===== src/rtl/sar_search_ctrl.sv =====
// ============================================================================
// sar_search_ctrl : MSB-first successive-approximation search controller that
// resolves a hidden WIDTH-bit target through an external magnitude comparator.
// Optional: `SAR_SEARCH_EARLY_EXIT_EN finishes early on an equal flag.
// Revision: 1.0
// ============================================================================
`default_nettype none

module sar_search_ctrl #(
  parameter int WIDTH = 4
) (
  input  logic             clk,
  input  logic             rst,
  input  logic             start,
  input  logic             cmp_gt,
  input  logic             cmp_eq,
  input  logic             cmp_lt,
  output logic [WIDTH-1:0] guess,
  output logic             busy,
  output logic             done,
  output logic [WIDTH-1:0] result,
  output logic             flag_err
);

  localparam int IDX_W = (WIDTH > 1) ? $clog2(WIDTH) : 1;

  localparam logic [1:0] S_IDLE  = 2'd0;
  localparam logic [1:0] S_TRIAL = 2'd1;
  localparam logic [1:0] S_DONE  = 2'd2;

  localparam logic [WIDTH-1:0] C_ONE = {{(WIDTH-1){1'b0}}, 1'b1};
  localparam logic [WIDTH-1:0] C_MSB = C_ONE << (WIDTH-1);

  logic [1:0]       state_q, state_d;
  logic [WIDTH-1:0] guess_q, guess_d;
  logic [IDX_W-1:0] idx_q, idx_d;
  logic [WIDTH-1:0] result_q, result_d;
  logic             flag_err_q, flag_err_d;

  logic             flags_legal;
  logic [WIDTH-1:0] bit_mask;
  logic [WIDTH-1:0] trial;

  always_ff @(posedge clk) begin
    if (rst) begin
      state_q    <= S_IDLE;
      guess_q    <= '0;
      idx_q      <= '0;
      result_q   <= '0;
      flag_err_q <= 1'b0;
    end else begin
      state_q    <= state_d;
      guess_q    <= guess_d;
      idx_q      <= idx_d;
      result_q   <= result_d;
      flag_err_q <= flag_err_d;
    end
  end

  always_comb begin
    state_d    = state_q;
    guess_d    = guess_q;
    idx_d      = idx_q;
    result_d   = result_q;
    flag_err_d = flag_err_q;
    bit_mask   = C_ONE << idx_q;
    trial      = guess_q;

    case ({cmp_gt, cmp_eq, cmp_lt})
      3'b100, 3'b010, 3'b001: flags_legal = 1'b1;
      default:                flags_legal = 1'b0;
    endcase

    case (state_q)
      S_IDLE: begin
        if (start) begin
          state_d    = S_TRIAL;
          guess_d    = C_MSB;
          idx_d      = IDX_W'(WIDTH-1);
          flag_err_d = 1'b0;
        end
      end

      S_TRIAL: begin
        if (!flags_legal) begin
          flag_err_d = 1'b1;
          result_d   = '0;
          guess_d    = '0;
          state_d    = S_DONE;
        end
`ifdef SAR_SEARCH_EARLY_EXIT_EN
        else if (cmp_eq) begin
          result_d = guess_q;
          guess_d  = '0;
          state_d  = S_DONE;
        end
`endif
        else begin
          // Without early exit an equal flag keeps the bit, same as less-than.
          if (cmp_gt) begin
            trial = guess_q & ~bit_mask;
          end
          if (idx_q != '0) begin
            guess_d = trial | (bit_mask >> 1);
            idx_d   = idx_q - 1'b1;
          end else begin
            result_d = trial;
            guess_d  = '0;
            state_d  = S_DONE;
          end
        end
      end

      S_DONE: begin
        state_d = S_IDLE;
      end

      default: begin
        state_d = S_IDLE;
      end
    endcase
  end

  always_comb begin
    busy     = (state_q == S_TRIAL);
    done     = (state_q == S_DONE);
    guess    = guess_q;
    result   = result_q;
    flag_err = flag_err_q;
  end

endmodule

`default_nettype wire


===== config.mk =====
export PLATFORM = sky130hd
export DESIGN_NAME = sar_search_ctrl
export DESIGN_NICKNAME = d
export VERILOG_FILES = /design/src/rtl/sar_search_ctrl.sv
export SDC_FILE = /design/constraint.sdc
export NUM_CORES = 1
export LEC_CHECK = 0
export CORE_AREA = 2 2 39 41
export CTS_BUF_LIST = sky130_fd_sc_hd__clkbuf_4
export CTS_CLUSTER_DIAMETER = 50
export CTS_CLUSTER_SIZE = 8
export DETAILED_ROUTE_END_ITERATION = 12
export DIE_AREA = 0 0 41 43
export DONT_BUFFER_PORTS = 1
export GPL_TIMING_DRIVEN = 0
export PLACE_DENSITY_LB_ADDON = 0.3
export REMOVE_ABC_BUFFERS = 1
export SYNTH_ARGS = -nofsm -noshare
export SYNTH_HDL_FRONTEND = slang
export SYNTH_SLANG_ARGS = --single-unit
export TNS_END_PERCENT = 1

===== constraint.sdc =====
create_clock -name clk -period 4.27 [get_ports clk]
set_input_delay 0 -clock clk [delete_from_list [all_inputs] [get_ports clk]]
set_output_delay 0 -clock clk [all_outputs]
set_load 0.01 [all_outputs]

==> results_dict.tcl, run 1 <==
set metrics [dict create \
    drt_iter0_markers 15 \
    place_area_um2 713 \
    holdBufCountCts 4 \
    worst_path_dominant_cell_family "buffers and inverters" \
    synth_top_cell_area_share_pct 36.7 \
    gp_congestion 0.791 \
    yosysMostFrequentCell "dfxtp_1" \
    place_inst 93 \
    nNetsFinal 96 \
    ant_nets 0 \
    fin_cells 101 \
    critPathKind "reg2reg" \
    crit_required_ps 4490 \
    synth_ff_type "dfxtp_1" \
    worstHoldPathCells 3 \
    cts_setup_buffers 0 \
    vdd_drop_max_v 0.000186 \
    critPathBufInv 2 \
    max_slew_margin_pct 65.6 \
    worstSkewPairLatency_ps 270 \
    cp-end-kind "flip-flop" \
    die_h_um 43 \
    die_w_um 41 \
    drc 0 \
    io_buffers 0 \
    track_usage_pct 20.0 \
    start_util_pct 51.2 \
    min_from "rst" \
    post_synth_num_cell_types 30 \
    slowest_delay_ps 550 \
    n_antenna_cell 0 \
    yosysWarnings 0 \
    power_mw 0.263 \
    pre_cts_slack_ps 2610 \
    cts_tree "done" \
    dp_hpwl_um 1060 \
    r2r_end "state_q[0]" \
    clockBufferDepth 2 \
    grt_max_degree 17 \
    final_util_pct 56.6 \
    dieArea_um2 1760 \
    drv_slew 0 \
    grt_pass1_wl_um 2350 \
    wire_per_inst_um 14.4 \
    syn2layout_area_growth_pct 10.6 \
    rrSetupSlack_ps 2200 \
    cp_max_fo 6 \
    cts_max_level 1 \
    finalHoldViolCount 0 \
    status "complete, no violations" \
    critPathSlowestCell "dlygate4sd3_1" \
    stdcell_area_um2 783 \
    cts_resized 0 \
    hp-class "in2reg" \
    synthArstFlopShare_pct 0 \
    numCtsBuffers 3 \
    layout_min_cycle_time_ps 2070 \
    worst_hold_slack_ps 32.1 \
    io-pin-count 17 \
    drtPass1Iterations 4 \
    clock_sinks 13 \
    via_count 587 \
    synth_area_per_cell_um2 8.96 \
    rsz0062_at_grt "no" \
    synth.area.top_cells "dfxtp_1 (37%), ha_1 (7.1%), nand2_1 (5.8%), o32ai_1 (4.9%), nand2b_1 (4.4%)" \
    tns_ps 0 \
    fin_skew_ps 2.64 \
    worst_slew_pin_slew_ps 515 \
    synthTopCellsByCount "dfxtp_1 (13), nand2_1 (11), nor2_1 (7), nand2b_1 (5)" \
    worstPathArrival_ps 2290 \
    root_buffer "clkbuf_4" \
    drive_gt1_share_pct 14.1 \
    synthCells 79 \
    ys_ff_latch 13 \
    std_cell_rows 14 \
    clkTransAtPathRegs_ps 80 \
    core_area_um2 1380 \
    synth_area_leader_cell "dfxtp_1" \
    synth-edff-count 0 \
    syn_area_um2 708 \
    grt_antenna_before_repair 0 \
    fin_crit_sh_pct 48.6 \
    r2r_start "idx_q[0]" \
    wl_um 1450 \
    drv_cap 0 \
    crit_path_cell_trace "inv_1 > ha_1 > nor3b_1 > o211ai_2 > a21oi_1 > dlygate4sd3_1" \
    p_per_area_nw_per_um2 335 \
    hold_path_end "guess[1]" \
    fmax_mhz 482 \
    reg2reg_depth 6 \
    grt_pass1_vias 587 \
    ys_seq_area_share_pct 36.7 \
    avgViaCountPerCell 5.81 \
    cp-start-kind "flip-flop" \
    setup_violations 0 \
    p_leak_nw 0.299 \
    finalWorstSetupSlack_ps 2200 \
    overflow 0 \
]
[where the power goes]
group	internal, mW	switching, mW
Sequential	0.127	0.00706
Combinational	0.0209	0.0251
Clock	0.0426	0.0402
[layer usage]
metal / share of wire (%) / track usage (%) / vias to the layer above
met2: 48 / 30.6 / 21
met3: 8.0 / 4.19 / 2
met1: 43 / 24.2 / 276
met4: 0.62 / 12.0 / 0
met5: 0 / 0 / -
li1: - / - / 288
[cells in the final DEF, fill, tap and decap left out, drive strengths merged]
cell type	instances
a311oi	1
nor2b	2
nand3b	2
a22oi	1
o21a	2
a211oi	1
and2	1
ha	4
o32ai	4
o21ba	1
o21ai	6
xor2	1
mux2	2
or4b	1
nor3b	1
xnor2	1
dfxtp	13
nor2	7
o211ai	1
nand2b	5
a21oi	4
nand2	11
dlygate4sd3	4
clkbuf	4
or3	1
inv	4
[layout make-up]
type / count / area, um2
fillers: 126 / 601
well taps: 16 / 20.0
clock buffers: 4 / 30.0
flip-flops and latches: 13 / 260
multi-input cells: 60 / 418
inverters: 4 / 15.0
repair buffers: 4 / 40.0
[registers in the layout (all words and copies together), names as in the netlist]
name      count
flag_err      1
guess         4
idx_q         2
result        4
state_q       2
[how the worst max path moves through the flow]
stage	start	end	slack [ps]	cells past startpoint
detailed placement	idx_q[0]	idx_q[1]	2610	5
global placement	idx_q[0]	idx_q[1]	2660	5
finish	idx_q[0]	state_q[0]	2200	6
CTS	idx_q[0]	state_q[0]	2190	6
floorplan	idx_q[0]	idx_q[1]	2810	5
global route	idx_q[0]	state_q[0]	2080	6
[cell families (layout without fill, tap and decap cells)]
family / after synthesis / count (layout) / share of synthesized area (%)
xor+xnor: 2 / 2 / 3.53
simple gates: 31 / 31 / 23.9
fa+ha+maj: 4 / 4 / 7.07
mux: 2 / 2 / 3.18
buf+inv: 6 / 12 / 4.24
compound gates: 21 / 21 / 21.4
flops: 13 / 13 / 36.7
[worst register-to-register path, delay by kind of cell (launching register included)]
kind / cells / cell delay, ps
compound gates: 2 / 370
fa+ha+maj: 1 / 310
buf+inv: 2 / 670
flops: 1 / 410
simple gates: 1 / 260
(Power assumes the default switching activity.)
==> run 2: changes to the inputs <==
--- a/config.mk
+++ b/config.mk
@@ -5,12 +5,13 @@
 export SDC_FILE = /design/constraint.sdc
 export NUM_CORES = 1
 export LEC_CHECK = 0
-export CORE_AREA = 2 2 39 41
+export ABC_AREA = 1
+export CORE_AREA = 2 2 40 42
 export CTS_BUF_LIST = sky130_fd_sc_hd__clkbuf_4
 export CTS_CLUSTER_DIAMETER = 50
 export CTS_CLUSTER_SIZE = 8
 export DETAILED_ROUTE_END_ITERATION = 12
-export DIE_AREA = 0 0 41 43
+export DIE_AREA = 0 0 42 44
 export DONT_BUFFER_PORTS = 1
 export GPL_TIMING_DRIVEN = 0
 export PLACE_DENSITY_LB_ADDON = 0.3
==> constraint.sdc (replaced) <==
create_clock -name clk -period 2.05 [get_ports clk]
set_input_delay 0 -clock clk [delete_from_list [all_inputs] [get_ports clk]]
set_output_delay 0 -clock clk [all_outputs]
set_load 0.01 [all_outputs]
==> run 2 against run 1 <==
Effect of this change: sequential power increased by 110%; clock power increased by 110%; total power increased by 120%; combinational power increased by 140%; non-clock buffer count unchanged; clock-buffer cell count unchanged; clock skew decreased by 2.1 ps; flip-flop and latch count unchanged; die area increased by 4.8%.
==> results_dict.tcl, run 2 <==
set metrics [dict create \
    cts_setup_buffers 0 \
    synth.area.top_cells "dfxtp_1 (36%), nand2_1 (8.8%), a21oi_1 (8.3%), ha_1 (6.9%), nor2_1 (5.2%)" \
    status "complete, no violations" \
    drc 0 \
    synth-edff-count 0 \
    ys_seq_area_share_pct 36.0 \
    n_antenna_cell 0 \
    ys_ff_latch 13 \
    drv_cap 0 \
    reg2reg_depth 6 \
    fin_crit_sh_pct 89.5 \
    stdcell_area_um2 810 \
    place_area_um2 739 \
    root_buffer "clkbuf_4" \
    via_count 623 \
    synth_area_leader_cell "dfxtp_1" \
    synthTopCellsByCount "nand2_1 (17), dfxtp_1 (13), a21oi_1 (12), nor2_1 (10), inv_1 (9)" \
    synth_area_per_cell_um2 7.69 \
    drt_iter0_markers 5 \
    critPathKind "reg2reg" \
    synth_top_cell_area_share_pct 36.0 \
    p_per_area_nw_per_um2 706 \
    worst_slew_pin_slew_ps 381 \
    dp_hpwl_um 1070 \
    cp-end-kind "flip-flop" \
    worstPathArrival_ps 2060 \
    die_w_um 42 \
    cp-start-kind "flip-flop" \
    cts_tree "done" \
    max_slew_margin_pct 74.5 \
    layout_min_cycle_time_ps 1840 \
    p_leak_nw 0.342 \
    core_area_um2 1420 \
    grt_pass1_vias 591 \
    final_util_pct 57.1 \
    worstHoldPathCells 3 \
    layout_common_cells "nand2_1 (17), dfxtp_1 (13), a21oi_1 (12)" \
    cp_max_fo 7 \
    r2r_start "idx_q[0]" \
    syn2layout_area_growth_pct 11.9 \
    wire_per_inst_um 12.7 \
    syn_area_um2 723 \
    std_cell_rows 14 \
    worst_hold_slack_ps 7.20 \
    gp_congestion 0.745 \
    drive_gt1_share_pct 15.8 \
    vdd_drop_max_v 0.000353 \
    clkTransAtPathRegs_ps 80 \
    overflow 0 \
    avgViaCountPerCell 5.32 \
    start_util_pct 51.0 \
    track_usage_pct 18.9 \
    io_buffers 0 \
    drtPass1Iterations 4 \
    tns_ps 0 \
    dieArea_um2 1850 \
    grt_max_degree 11 \
    crit_required_ps 2280 \
    cts_resized 0 \
    clockBufferDepth 2 \
    wl_um 1480 \
    yosysWarnings 0 \
    nNetsFinal 112 \
    nFillCells 138 \
    worstSkewPairLatency_ps 280 \
    cts_max_level 1 \
    synthArstFlopShare_pct 0 \
    fmax_mhz 545 \
    synthCells 94 \
    numCtsBuffers 3 \
    fin_skew_ps 0.499 \
    die_h_um 44 \
    final_common_cell "nand2_1" \
    drv_slew 0 \
    holdBufCountCts 4 \
    post_synth_num_cell_types 20 \
    ant_nets 0 \
    io-pin-count 17 \
    synth_ff_type "dfxtp_1" \
    power_mw 0.572 \
    rrSetupSlack_ps 210 \
    min_from "start" \
    rsz0062_at_grt "no" \
    setup_violations 0 \
    r2r_end "state_q[0]" \
    hp-class "in2reg" \
    grt_antenna_before_repair 0 \
    grt_pass1_wl_um 2530 \
    hold_path_end "flag_err" \
    clock_sinks 13 \
    yosysMostFrequentCell "nand2_1" \
    finalHoldViolCount 0 \
]
-- run 2: area by class of cell --
class                      instances  area (um2)  area share (%)
clock buffer                       4        30.0            3.71
inverter                          12        46.3            5.72
multi-input combinational         68         413            51.0
sequential                        13         260            32.1
tap                               16        20.0            2.47
timing repair buffer               4        40.0            4.95
-- run 2: worst max path at each step --
stage               startpoint          to  slack [ps]  cells after the start
floorplan             idx_q[0]    guess[0]         830                      7
global placement      idx_q[0]    guess[0]         730                      7
detailed placement    idx_q[0]    idx_q[0]         710                      7
CTS                   idx_q[0]  state_q[0]         260                      6
global route          idx_q[0]  state_q[0]         120                      6
finish                idx_q[0]  state_q[0]         210                      6
-- run 2: kinds of logic (layout without fill, tap and decap cells) --
logic type                 Yosys count  count (layout)  share of synthesized area (%)
and+or+nand+nor                     49              49                           38.9
AOI/OAI and AO/OA                   15              15                           11.2
DFF                                 13              13                           36.0
buffers and inverters               13              20                           6.92
adders and majority gates            4               4                           6.92
-- run 2: per-layer routing --
layer	share of wire (%)	up-vias	GRT usage [%]
li1	-	325	-
met1	45	282	22.4
met2	48	11	30.3
met3	4.0	5	5.42
met4	2.1	0	11.6
met5	0	-	0
-- run 2: through the flow --
| stage | std cells | setup slack [ps] |
|---|---|---|
| detailed placement | 109 | 709 |
| global route | 117 | 122 |
| floorplan | 93 | 831 |
| CTS | 117 | 256 |
| finish | 117 | 215 |
| global placement | 109 | 733 |
-- run 2: power breakdown --
| part | internal (mW) | switching [mW] |
|---|---|---|
| sequential | 0.266 | 0.0184 |
| combinational | 0.0382 | 0.0710 |
| clock | 0.0888 | 0.0895 |
| total | 0.393 | 0.179 |
-- run 2: critical path, stage by stage (launching register included) --
cell and delay, ps:
dfxtp_1 450, inv_1 100, ha_1 270, inv_1 160, nand3_2 100, a21oi_1 140
dlygate4sd3_1 560
